[config.mk]
export PLATFORM = sky130hd
export DESIGN_NAME = datapath_dupla_rampa
export DESIGN_NICKNAME = d
export VERILOG_FILES = /design/src/rtl/adc_pkg.sv /design/src/rtl/contador_bcd.sv /design/src/rtl/datapath_dupla_rampa.sv
export SDC_FILE = /design/constraint.sdc
export NUM_CORES = 1
export LEC_CHECK = 0
export ABC_AREA = 0
export CORE_MARGIN = 5
export CORE_UTILIZATION = 51
export DETAILED_ROUTE_END_ITERATION = 10
export PLACE_DENSITY = 0.76
export SLEW_MARGIN = 30
export SYNTH_ARGS = -nofsm -noshare
export SYNTH_HDL_FRONTEND = slang
export SYNTH_SLANG_ARGS = --single-unit
[constraint.sdc]
create_clock -name ck -period 3 [get_ports ck]
set_input_delay 0.6 -clock ck [delete_from_list [all_inputs] [get_ports ck]]
set_output_delay 0.6 -clock ck [all_outputs]
set_load 0.01 [all_outputs]
[src/rtl/adc_pkg.sv]
// Shared types and default sizing for the dual-slope ADC datapath.
package adc_pkg;

  typedef logic [3:0] bcd_t;

  localparam bcd_t BCD_MAX = 4'd9;

  localparam int NDIG_DEF = 3;
  localparam int VW_DEF   = 10;
  localparam int AW_DEF   = 20;

endpackage

[src/rtl/contador_bcd.sv]
// One BCD decade. Counts when enabled and the lower decades are all nines
// (carry_in); carry_out ripples the all-nines condition upward.
module contador_bcd
  import adc_pkg::*;
(
  input  logic       ck,
  input  logic       rst,
  input  logic       en,
  input  logic       clr,
  input  logic       carry_in,
  output logic       carry_out,
  output logic [3:0] q
);

  bcd_t digit;

  assign carry_out = carry_in && (digit == BCD_MAX);
  assign q         = digit;

  // Decade register: clear wins over counting, 9 rolls over to 0.
  always_ff @(posedge ck) begin
    if (rst || clr) begin
      digit <= '0;
    end else if (en && carry_in) begin
      digit <= (digit == BCD_MAX) ? '0 : digit + 4'd1;
    end
  end

endmodule

[src/rtl/datapath_dupla_rampa.sv]
// Dual-slope ADC datapath: digital integrator model, NDIG-decade BCD counter,
// and the result latch feeding the display.
module datapath_dupla_rampa
  import adc_pkg::*;
#(
  parameter int NDIG = NDIG_DEF,
  parameter int VW   = VW_DEF,
  parameter int AW   = AW_DEF
) (
  input  logic              ck,
  input  logic              rst,
  input  logic              enb_0,
  input  logic              rst_s,
  input  logic              ch_vm,
  input  logic              ch_ref,
  input  logic              ch_zr,
  input  logic              ld,
  input  logic [VW-1:0]     vm,
  input  logic [VW-1:0]     vref,
  output logic              enb_3,
  output logic              Vint_z,
  output logic [4*NDIG-1:0] result,
  output logic              valid,
  output logic              ovf
);

  logic [AW-1:0]     acc;
  logic [AW-1:0]     acc_next;
  logic [4*NDIG-1:0] count;
  logic [NDIG:0]     carry;
  logic              wrap;
  logic              ld_p1;

  // Run-up accumulation saturates instead of wrapping.
  function automatic logic [AW-1:0] sat_add(input logic [AW-1:0] a,
                                            input logic [VW-1:0] b);
    logic [AW:0] s;
    s = {1'b0, a} + {{(AW-VW+1){1'b0}}, b};
    return s[AW] ? {AW{1'b1}} : s[AW-1:0];
  endfunction

  // Run-down de-integration stops at zero rather than underflowing.
  function automatic logic [AW-1:0] clamp_sub(input logic [AW-1:0] a,
                                              input logic [VW-1:0] b);
    logic [AW-1:0] bx;
    bx = {{(AW-VW){1'b0}}, b};
    return (a < bx) ? '0 : a - bx;
  endfunction

  // BCD chain: digit i advances only when all lower digits are nine.
  assign carry[0] = 1'b1;
  for (genvar i = 0; i < NDIG; i++) begin : g_dig
    contador_bcd u_dig (
      .ck        (ck),
      .rst       (rst),
      .en        (enb_0),
      .clr       (rst_s),
      .carry_in  (carry[i]),
      .carry_out (carry[i+1]),
      .q         (count[4*i +: 4])
    );
  end

  // A clear in the same cycle suppresses the wrap event.
  assign wrap = enb_0 && carry[NDIG] && !rst_s;

  // Integrator next value; ch_ref beats ch_vm when both are asserted.
  always_comb begin
    acc_next = acc;
    if (rst_s || ch_zr) begin
      acc_next = '0;
    end else if (ch_ref) begin
      acc_next = clamp_sub(acc, vref);
    end else if (ch_vm) begin
      acc_next = sat_add(acc, vm);
    end
  end

  // Integrator state and registered zero-crossing flag.
  always_ff @(posedge ck) begin
    if (rst) begin
      acc    <= '0;
      Vint_z <= 1'b0;
    end else begin
      acc    <= acc_next;
      Vint_z <= ch_ref && (acc_next == '0);
    end
  end

  // Wrap pulse and sticky run-down overflow.
  always_ff @(posedge ck) begin
    if (rst) begin
      enb_3 <= 1'b0;
      ovf   <= 1'b0;
    end else begin
      enb_3 <= wrap;
      if (rst_s) begin
        ovf <= 1'b0;
      end else if (wrap && ch_ref) begin
        ovf <= 1'b1;
      end
    end
  end

  // Result latch on the rising edge of ld; captures the pre-increment count.
  always_ff @(posedge ck) begin
    if (rst) begin
      ld_p1  <= 1'b0;
      result <= '0;
      valid  <= 1'b0;
    end else begin
      ld_p1 <= ld;
      valid <= ld && !ld_p1;
      if (ld && !ld_p1) begin
        result <= count;
      end
    end
  end

endmodule

=== Yosys cells after proc, flatten, opt, wreduce, memory -nomap -nowiden ===
Index checks and enable logic that the tools add are counted.

* Register bits after elaboration: 49
* Latch bits: 0
* RAM bits: 0
* Bits in read-only memories: 0
* Input bits: 28
* Output and inout port bits: 16
* Word-level logic and storage cells: 42
* Memories kept: 0

* Add/subtract/negate cells: 5
* $mul: 0
* Divide/modulo/power cells: 0
* $lt $le $gt $ge: 1
* Eq/ne operators: 3
* Shift-type cells: 0
* Muxes and demuxes: 8
* Bitwise gates (word level): 0
* Reduce and logical (&&, ||, !) cells: 15

{| class="wikitable"
|+ Operators by type and width
! cell !! count
|-
| $mux W20 || 5
|-
| $add A20 B10 Y21 || 1
|-
| $logic_not A20 Y1 || 1
|-
| $lt A20 B10 Y1 || 1
|-
| $sub A20 B10 Y20 || 1
|-
| $add A4 B1 Y4 const B || 3
|-
| $eq A4 B4 Y1 const B || 3
|-
| $mux W4 || 3
|-
| $logic_and A1 B1 Y1 || 9
|-
| $logic_not A1 Y1 || 2
|-
| $logic_or A1 B1 Y1 || 2
|-
| $reduce_or A2 Y1 || 1
|}

=== Logic depth before layout (Yosys ltp) ===
Gate-level depths: netlist of the first run.

* Depth in word-level cells: 7
* Gate-level depth with buffers: 12
* Depth with buffers taken out: 12

=== Modules after synthesis ===
Synthesis of the first run repeated with hierarchy kept, for this count alone.

* Cell total of the unflattened synthesis: 450
* Area total of the unflattened synthesis: 3,580.9 um^2

{| class="wikitable"
|+ Modules (own cells, without submodules)
! module !! times used !! cells each !! area an instance (um^2) !! seq. area each (um^2)
|-
| datapath_dupla_rampa || 1 || 387 || 2,961.6 || 740.7
|-
| contador_bcd || 3 || 21 || 206.4 || 80.1
|}

=== Worst setup path before layout of the first run ===
Ideal clock, no wire load.

* Kind: in2reg
* Start: input vref[0]
* End: register Vint_z
* Setup time: 0.087 ns
* Data arrival time: 3.092 ns
* Data required time: 2.913 ns
* Setup slack: -0.179 ns
* Stages on the path: 11
* Path buffers: 0
* Cells stage by stage: ha_1 > inv_1 > fa_1 > a211oi_1 > o21ai_1 > a211oi_2 > a31oi_1 > or4b_1 > a211oi_2 > nand4_1 > nor4b_2

* Word-level cells in the longest chain between the ends: 6
* Elaborated cells on any way between the ends: 7
* Classes of those cells: add/sub (1); order compare (1); mux (3); reduce/logical (2)

{| class="wikitable"
|+ RTL lines
! item !! RTL line !! text
|-
| start, declared || datapath_dupla_rampa.sv:19 || <nowiki>input logic [VW-1:0] vref,</nowiki>
|-
| $sub A20 B10 Y20 / $lt A20 B10 Y1 (equally long branches) || datapath_dupla_rampa.sv:47 || <nowiki>return (a < bx) ? '0 : a - bx;</nowiki>
|-
| $mux W20 * || datapath_dupla_rampa.sv:47 ||
|-
| $mux W20 * || datapath_dupla_rampa.sv:72 || <nowiki>end else if (ch_ref) begin</nowiki>
|-
| $mux W20 * || datapath_dupla_rampa.sv:70 || <nowiki>if (rst_s || ch_zr) begin</nowiki>
|-
| $logic_not A20 Y1 * || datapath_dupla_rampa.sv:86 || <nowiki>Vint_z <= ch_ref && (acc_next == '0);</nowiki>
|-
| $logic_and A1 B1 Y1 * || datapath_dupla_rampa.sv:86 ||
|-
| end signal, assigned || datapath_dupla_rampa.sv:86 ||
|-
| end, declared || datapath_dupla_rampa.sv:21 || <nowiki>output logic Vint_z,</nowiki>
|}

Mark *: on every way between the ends. The rest lies on a longest branch, timed or not.
A chain may end at the register's enable or synchronous reset.

=== Worst setup path after layout of the first run ===
* Start: input vref[5]
* End: register Vint_z

Same word-level chain as after synthesis.

==> run_results.csv, run 1 <==
group,metric,value,unit
timing,tns,-0.0466,ns
drt,drt-pass1-iter-count,5,
die,ios,44,
drt,drt_iter0_markers,399,
die,start_util,0.532,
finish,n_antenna_cell,0,
status,violations,"setup timing",
pwr,p_leak,2.25,nW
critical_path,start_kind,"input port",
finish,syn_to_final_growth,52.4,%
finish,register_area,982,µm²
timing,fmax,328,MHz
synth,ys_async_sr_fraction,0,
finish,drive_gt1_frac,0.335,
synth,seq_area_frac_synth,0.268,
timing,fin_crit,3.05,ns
synth,synth_seq_cells,49,
timing,fin_crit_sh,1.02,
critical_path,critPathArrivalTime,3.30,ns
run,drv_cap,0,
critical_path,slowest_stage,"clkdlybuf4s50_1",
clock_tree,htreeDepth,2,
min_path,worstHoldPathType,"reg -> reg",
finish,final_common_cell,"buf_4",
die,core-area,6870,µm²
critical_path,crit_chain,"clkdlybuf4s50_1 > inv_1 > ha_4 > o211ai_1 > buf_4 > o21ai_4 > buf_6 > a211oi_2 > o311ai_4 > a31oi_4 > a2111oi_4 > nand4_1 > nor4b_2",
critical_path,cp_max_fo,4,
clock_tree,hold_buffers,0,
grt,grt_pass1_wl,20700,µm
finish,fin_util,0.811,
finish,most-common-layout-cells,"buf_4 (113), nand2_1 (52), dfxtp_1 (48)",
synth,ys_types,78,
drt,routed_via_density,6.19,
drt,drtAntennaViolNets,0,
place,hpwl,9060,µm
grt,grt_max_degree,36,
die,die_h,94.7,µm
synth,netlist_instances,471,
drt,vias,4433,
clock_tree,clkLatencyLatePin,0.33,ns
grt,grt_pass1_vias,4233,
pwr,p_per_area,302,nW/µm²
clock_tree,cts-root-buf,"clkbuf_8",
clock_tree,cts.path.max_buffers,2,
critical_path,cp_top_family,"compound AO/OA/AOI/OAI gates",
synth,synth_flop_cell,"dfxtp_1",
drt,wl_met2,6650,µm
timing,layout_setup_ws,-0.0466,ns
clock_tree,cts_buffers,5,
clock_tree,clk_pin_slew,0.11,ns
synth,yosysWarnings,0,
critical_path,crit_type,"in -> reg",
timing,clock-skew-final,0.0169,ns
critical_path,slowest_delay,0.46,ns
drt,met3_length,1000,µm
finish,fill_cells,430,
timing,finalHoldViolCount,0,
die,rows,30,
timing,rsz0062_at_grt,"yes",
synth,synth_edf_count,0,
timing,setup_viol,1,
place,gp_congestion,1.00,
finish,multiInputGateArea,2990,µm²
die,die-area,8960,µm²
grt,track_usage,0.291,
pwr,p_total,1.68,mW
timing,holdWs,0.446,ns
finish,finalInstanceArea,5570,µm²
finish,final_cells,716,
drt,routedWlPerCell,19.2,µm
synth,syn_nets,521,
pwr,vdd_ir_drop_max,311,µV
drt,routed.top_layer,"met4",
place,portBuffers,43,
critical_path,cp.buffers_inverters,4,
drt,route.detailed.drc,0,
clock_tree,clock-sinks,49,
timing,relSlewSlack,0.573,
finish,fin_nets,669,
synth,syn_avg_cell_area,7.76,µm²
timing,tightest_slew,0.636,ns
drt,routed_wl,13700,µm
grt,antenna_found_initial,0,
status,status,"finished with violations",
critical_path,crit_required,3.25,ns
die,fp.dieW,94.7,µm
synth,synth_area,3650,µm²
place,place_ws,-0.691,ns
drt,met1_length,5510,µm
place,place_inst,687,
clock_tree,cts_tree,"built",
grt,grt_overflow,0,
timing,slew_violations,0,
place,postPlaceCellArea,4850,µm²
critical_path,end_kind,"flip-flop",
## cells in the mapped netlist (all sizes together) (3+ instances only)
cell type | instances | area share
a2111oi | 4 | 0.011
a211o | 3 | 0.0072
a211oi | 10 | 0.023
a21boi | 3 | 0.0062
a21o | 7 | 0.014
a21oi | 38 | 0.053
a31oi | 4 | 0.0068
and2 | 3 | 0.0051
and3 | 6 | 0.010
buf | 4 | 0.0086
clkbuf | 16 | 0.016
dfxtp | 49 | 0.27
ha | 20 | 0.068
inv | 16 | 0.016
mux2i | 3 | 0.0082
nand2 | 52 | 0.053
nand2b | 5 | 0.0086
nand3 | 7 | 0.0096
nand4 | 4 | 0.0068
nor2 | 47 | 0.048
nor2b | 19 | 0.033
nor3 | 8 | 0.011
nor3b | 8 | 0.018
nor4 | 7 | 0.014
o211ai | 13 | 0.029
o21a | 8 | 0.016
o21ai | 29 | 0.040
o22ai | 3 | 0.0051
o311ai | 3 | 0.0072
o31ai | 5 | 0.010
o41ai | 3 | 0.0072
or2 | 5 | 0.0086
or3 | 4 | 0.0068
or4 | 3 | 0.0075
xnor2 | 7 | 0.017
xor2 | 12 | 0.029
## logic make-up (layout without fill, tap and decap cells)
kind of cell             count (synthesis)  after routing  synth area share
AND/OR/NAND/NOR                        186            186             0.261
AO/OA/AOI/OAI                          155            155             0.293
flip-flops                              49             49             0.268
buffers and inverters                   36            185            0.0414
adder cells (fa/ha/maj)                 22             22            0.0794
XOR/XNOR                                19             19            0.0455
multiplexers                             4              4            0.0113
## repair_timing
| action | in CTS | in global routing |
|---|---|---|
| buffers inserted | 13 | 7 |
| pin swaps | 34 | 36 |
| hold endpoints to repair | 0 | 0 |
| resized for setup | 63 | 36 |
| gates cloned | 1 | 0 |
| endpoints found under the setup margin | 8 | 4 |
## report_power, final
| part | internal [mW] | switching, mW |
|---|---|---|
| registers | 0.662 | 0.0138 |
| clock network | 0.177 | 0.269 |
| logic | 0.283 | 0.281 |
## routing by layer
metal,vias to the layer above,track usage
met1,2076,0.373
met3,71,0.0359
met5,-,0
met2,242,0.501
met4,0,0.103
li1,2044,-
## area by class of cell
class,count,share of cell area
Tap cell,96,0.0216
Inverter,16,0.0108
Multi-Input combinational cell,386,0.536
Clock inverter,3,0.00517
Timing Repair Buffer,161,0.237
Clock buffer,5,0.0124
Sequential cell,49,0.176
## worst paths after layout
kind | from | endpoint | slack (ns) | cells past startpoint
min reg2reg | ld_p1 | valid | 0.45 | 1
max | vref[5] | Vint_z | -0.05 | 13
max reg2reg | acc[0] | Vint_z | -0.01 | 12
min | ld_p1 | valid | 0.45 | 1
## flip-flops by register name, summed over array words and instances, names as in the netlist
register       cells
g_dig.u_dig.q     12
Vint_z             1
ld_p1              1
ovf                1
enb_3              1
valid              1
result            12
acc               20
No activity file was read; power rests on OpenSTA's default activity.
==> inputs of run 2 (changes only) <==
- CORE_ASPECT_RATIO: default -> 1.1
- GPL_TIMING_DRIVEN: default -> 0
==> run 2 against run 1 <==
  * The run still ends with setup timing left
  * First-iteration DRC count rose by 1.0%
  * Final area is 13% lower
  * Register-to-register slack lost 0.30 ns
  * Routed wire length fell by 11%
  * Worst setup slack got worse by 0.28 ns
  * Final cell count decreased by 12%
  * Highest routed layer unchanged
  * Sequential share of layout area grew 2.6 points
  * Global-route usage fell by 2.9 points
  * Fmax fell by 8.3%
  * Worst hold slack worse by 0.010 ns
  * Power decreased by 7.0%
  * Clock-buffer cell count is the same
==> run_results.csv, run 2 (synthesis gave the netlist of run 1 again) <==
group,metric,value,unit
timing,tns,-0.375,ns
drt,routed_wl,12200,µm
critical_path,start_kind,"input port",
grt,grt_pass1_vias,3989,
pwr,swShare,0.336,
grt,track_usage,0.263,
die,core-area,7010,µm²
critical_path,crit_required,3.22,ns
drt,drt-pass1-iter-count,6,
clock_tree,cts.path.max_buffers,2,
grt,grt_overflow,0,
drt,routedWlPerCell,19.4,µm
place,gp_congestion,1.02,
finish,largest_reg_flops,20,
clock_tree,cts-root-buf,"clkbuf_8",
die,ios,44,
run,drv_cap,0,
timing,layout_setup_ws,-0.322,ns
place,place_ws,-1.22,ns
finish,fin_util,0.692,
pwr,p_leak,1.79,nW
die,fp.dieW,90.7,µm
drt,routed_via_density,6.47,
clock_tree,htreeDepth,2,
die,die-area,8960,µm²
critical_path,cp_max_fo,6,
timing,fin_crit_sh,1.11,
finish,final_cells,631,
timing,rsz0062_at_grt,"yes",
critical_path,crit_chain,"clkdlybuf4s50_1 > inv_1 > ha_1 > o21ai_2 > nor2_4 > a211oi_4 > a31oi_2 > or4b_4 > a211oi_4 > nand4_1 > nor4b_2",
status,status,"finished with violations",
drt,drtAntennaViolNets,0,
min_path,worstHoldPathType,"reg -> reg",
finish,fill_cells,589,
clock_tree,clkLatencyLatePin,0.32,ns
pwr,p_seq_frac,0.431,
die,start_util,0.522,
grt,antenna_found_initial,0,
timing,clock-skew-final,0.0149,ns
finish,final_common_cell,"nand2_1",
pwr,vdd_ir_drop_max,229,µV
pwr,p_total,1.57,mW
die,rows,32,
pwr,p_per_area,323,nW/µm²
clock_tree,clock-sinks,49,
critical_path,critPathArrivalTime,3.55,ns
finish,regMostFlops,"acc",
pwr,p_switching,526,µW
timing,tightest_slew,1.01,ns
timing,fmax,301,MHz
pwr,pwr-share-comb,0.295,
status,violations,"setup timing",
timing,relSlewSlack,0.327,
timing,setup_viol,3,
clock_tree,clk_pin_slew,0.10,ns
clock_tree,hold_buffers,0,
finish,fin_nets,595,
timing,slew_violations,0,
critical_path,cp.buffers_inverters,2,
drt,route.detailed.drc,0,
grt,grt_pass1_wl,19400,µm
pwr,clkPwrFrac,0.275,
place,place_inst,597,
critical_path,cpMostUsedCell,"a211oi_4",
finish,most-common-layout-cells,"nand2_1 (52), dfxtp_1 (48), nor2_1 (43)",
die,die_h,98.8,µm
critical_path,end_kind,"flip-flop",
pwr,internal_power,1.04,mW
place,hpwl,8530,µm
critical_path,cp_top_family,"simple AND/OR/NAND/NOR gates",
timing,finalHoldViolCount,0,
drt,vias,4080,
finish,n_antenna_cell,0,
grt,grt_max_degree,18,
clock_tree,cts_buffers,5,
finish,drive_gt1_frac,0.201,
drt,drt_iter0_markers,403,
place,portBuffers,41,
finish,syn_to_final_growth,32.6,%
critical_path,slowest_stage,"or4b_4",
timing,fin_crit,3.32,ns
critical_path,slowest_delay,0.59,ns
critical_path,crit_type,"in -> reg",
clock_tree,cts_tree,"built",
## run 2: cell count changes in the layout (fill, tap and decap cells not counted), moves of 3 or more
cell,previous run,this run
buf_4,113,27
clkbuf_1,0,15
a211oi_2,5,1
ha_1,4,8
and3_1,3,6
and3_4,3,0
nor2_1,46,43
nor2_2,0,3
## run 2: area by class of cell
class                   instances  area (µm²)  area share
multi-input cells             386        2920       0.601
flip-flops and latches         49         982       0.203
repair buffers                 68         601       0.124
well taps                      85         106      0.0219
plain buffers                  19        87.6      0.0181
clock buffers                   5        68.8      0.0142
inverters                      16        60.1      0.0124
clock inverters                 3        26.3     0.00542
## run 2: power by group through the flow
stage | clock, mW | sequential, mW | combinational (mW)
after floorplan | 0 | 0.686 | 0.239
after global placement | 0 | 0.687 | 0.347
after detailed placement | 0 | 0.688 | 0.352
after CTS | 0.434 | 0.674 | 0.429
after global routing | 0.467 | 0.677 | 0.494
final | 0.430 | 0.675 | 0.462
## run 2: through the flow
| step | hold WS [ns] | area [µm²] |
|---|---|---|
| after global placement | 0.422 | 4180 |
| final | 0.435 | 4850 |
| after global routing | 0.464 | 4850 |
| after CTS | 0.443 | 4740 |
| after floorplan | 0.406 | 3670 |
| after detailed placement | 0.428 | 4180 |
## run 2: repair_timing
| item | 4_1_cts | 5_1_grt |
|---|---|---|
| gates resized for setup | 70 | 17 |
| pin swaps | 33 | 19 |
| setup endpoints to repair | 14 | 8 |
| setup buffers | 24 | 3 |
## run 2: worst paths after layout
| check | start | endpoint | slack, ns | cells past startpoint |
|---|---|---|---|---|
| min | ld_p1 | valid | 0.44 | 1 |
| max reg2reg | acc[0] | Vint_z | -0.31 | 12 |
| min reg2reg | ld_p1 | valid | 0.44 | 1 |
| max | vref[8] | Vint_z | -0.32 | 11 |
## run 2: routing by layer
layer,GRT usage,share of wire,vias to the layer above
met1,0.335,0.42,1916
met2,0.420,0.46,208
li1,-,-,1897
met5,0,0,-
met4,0.127,0.048,0
met3,0.0565,0.073,59
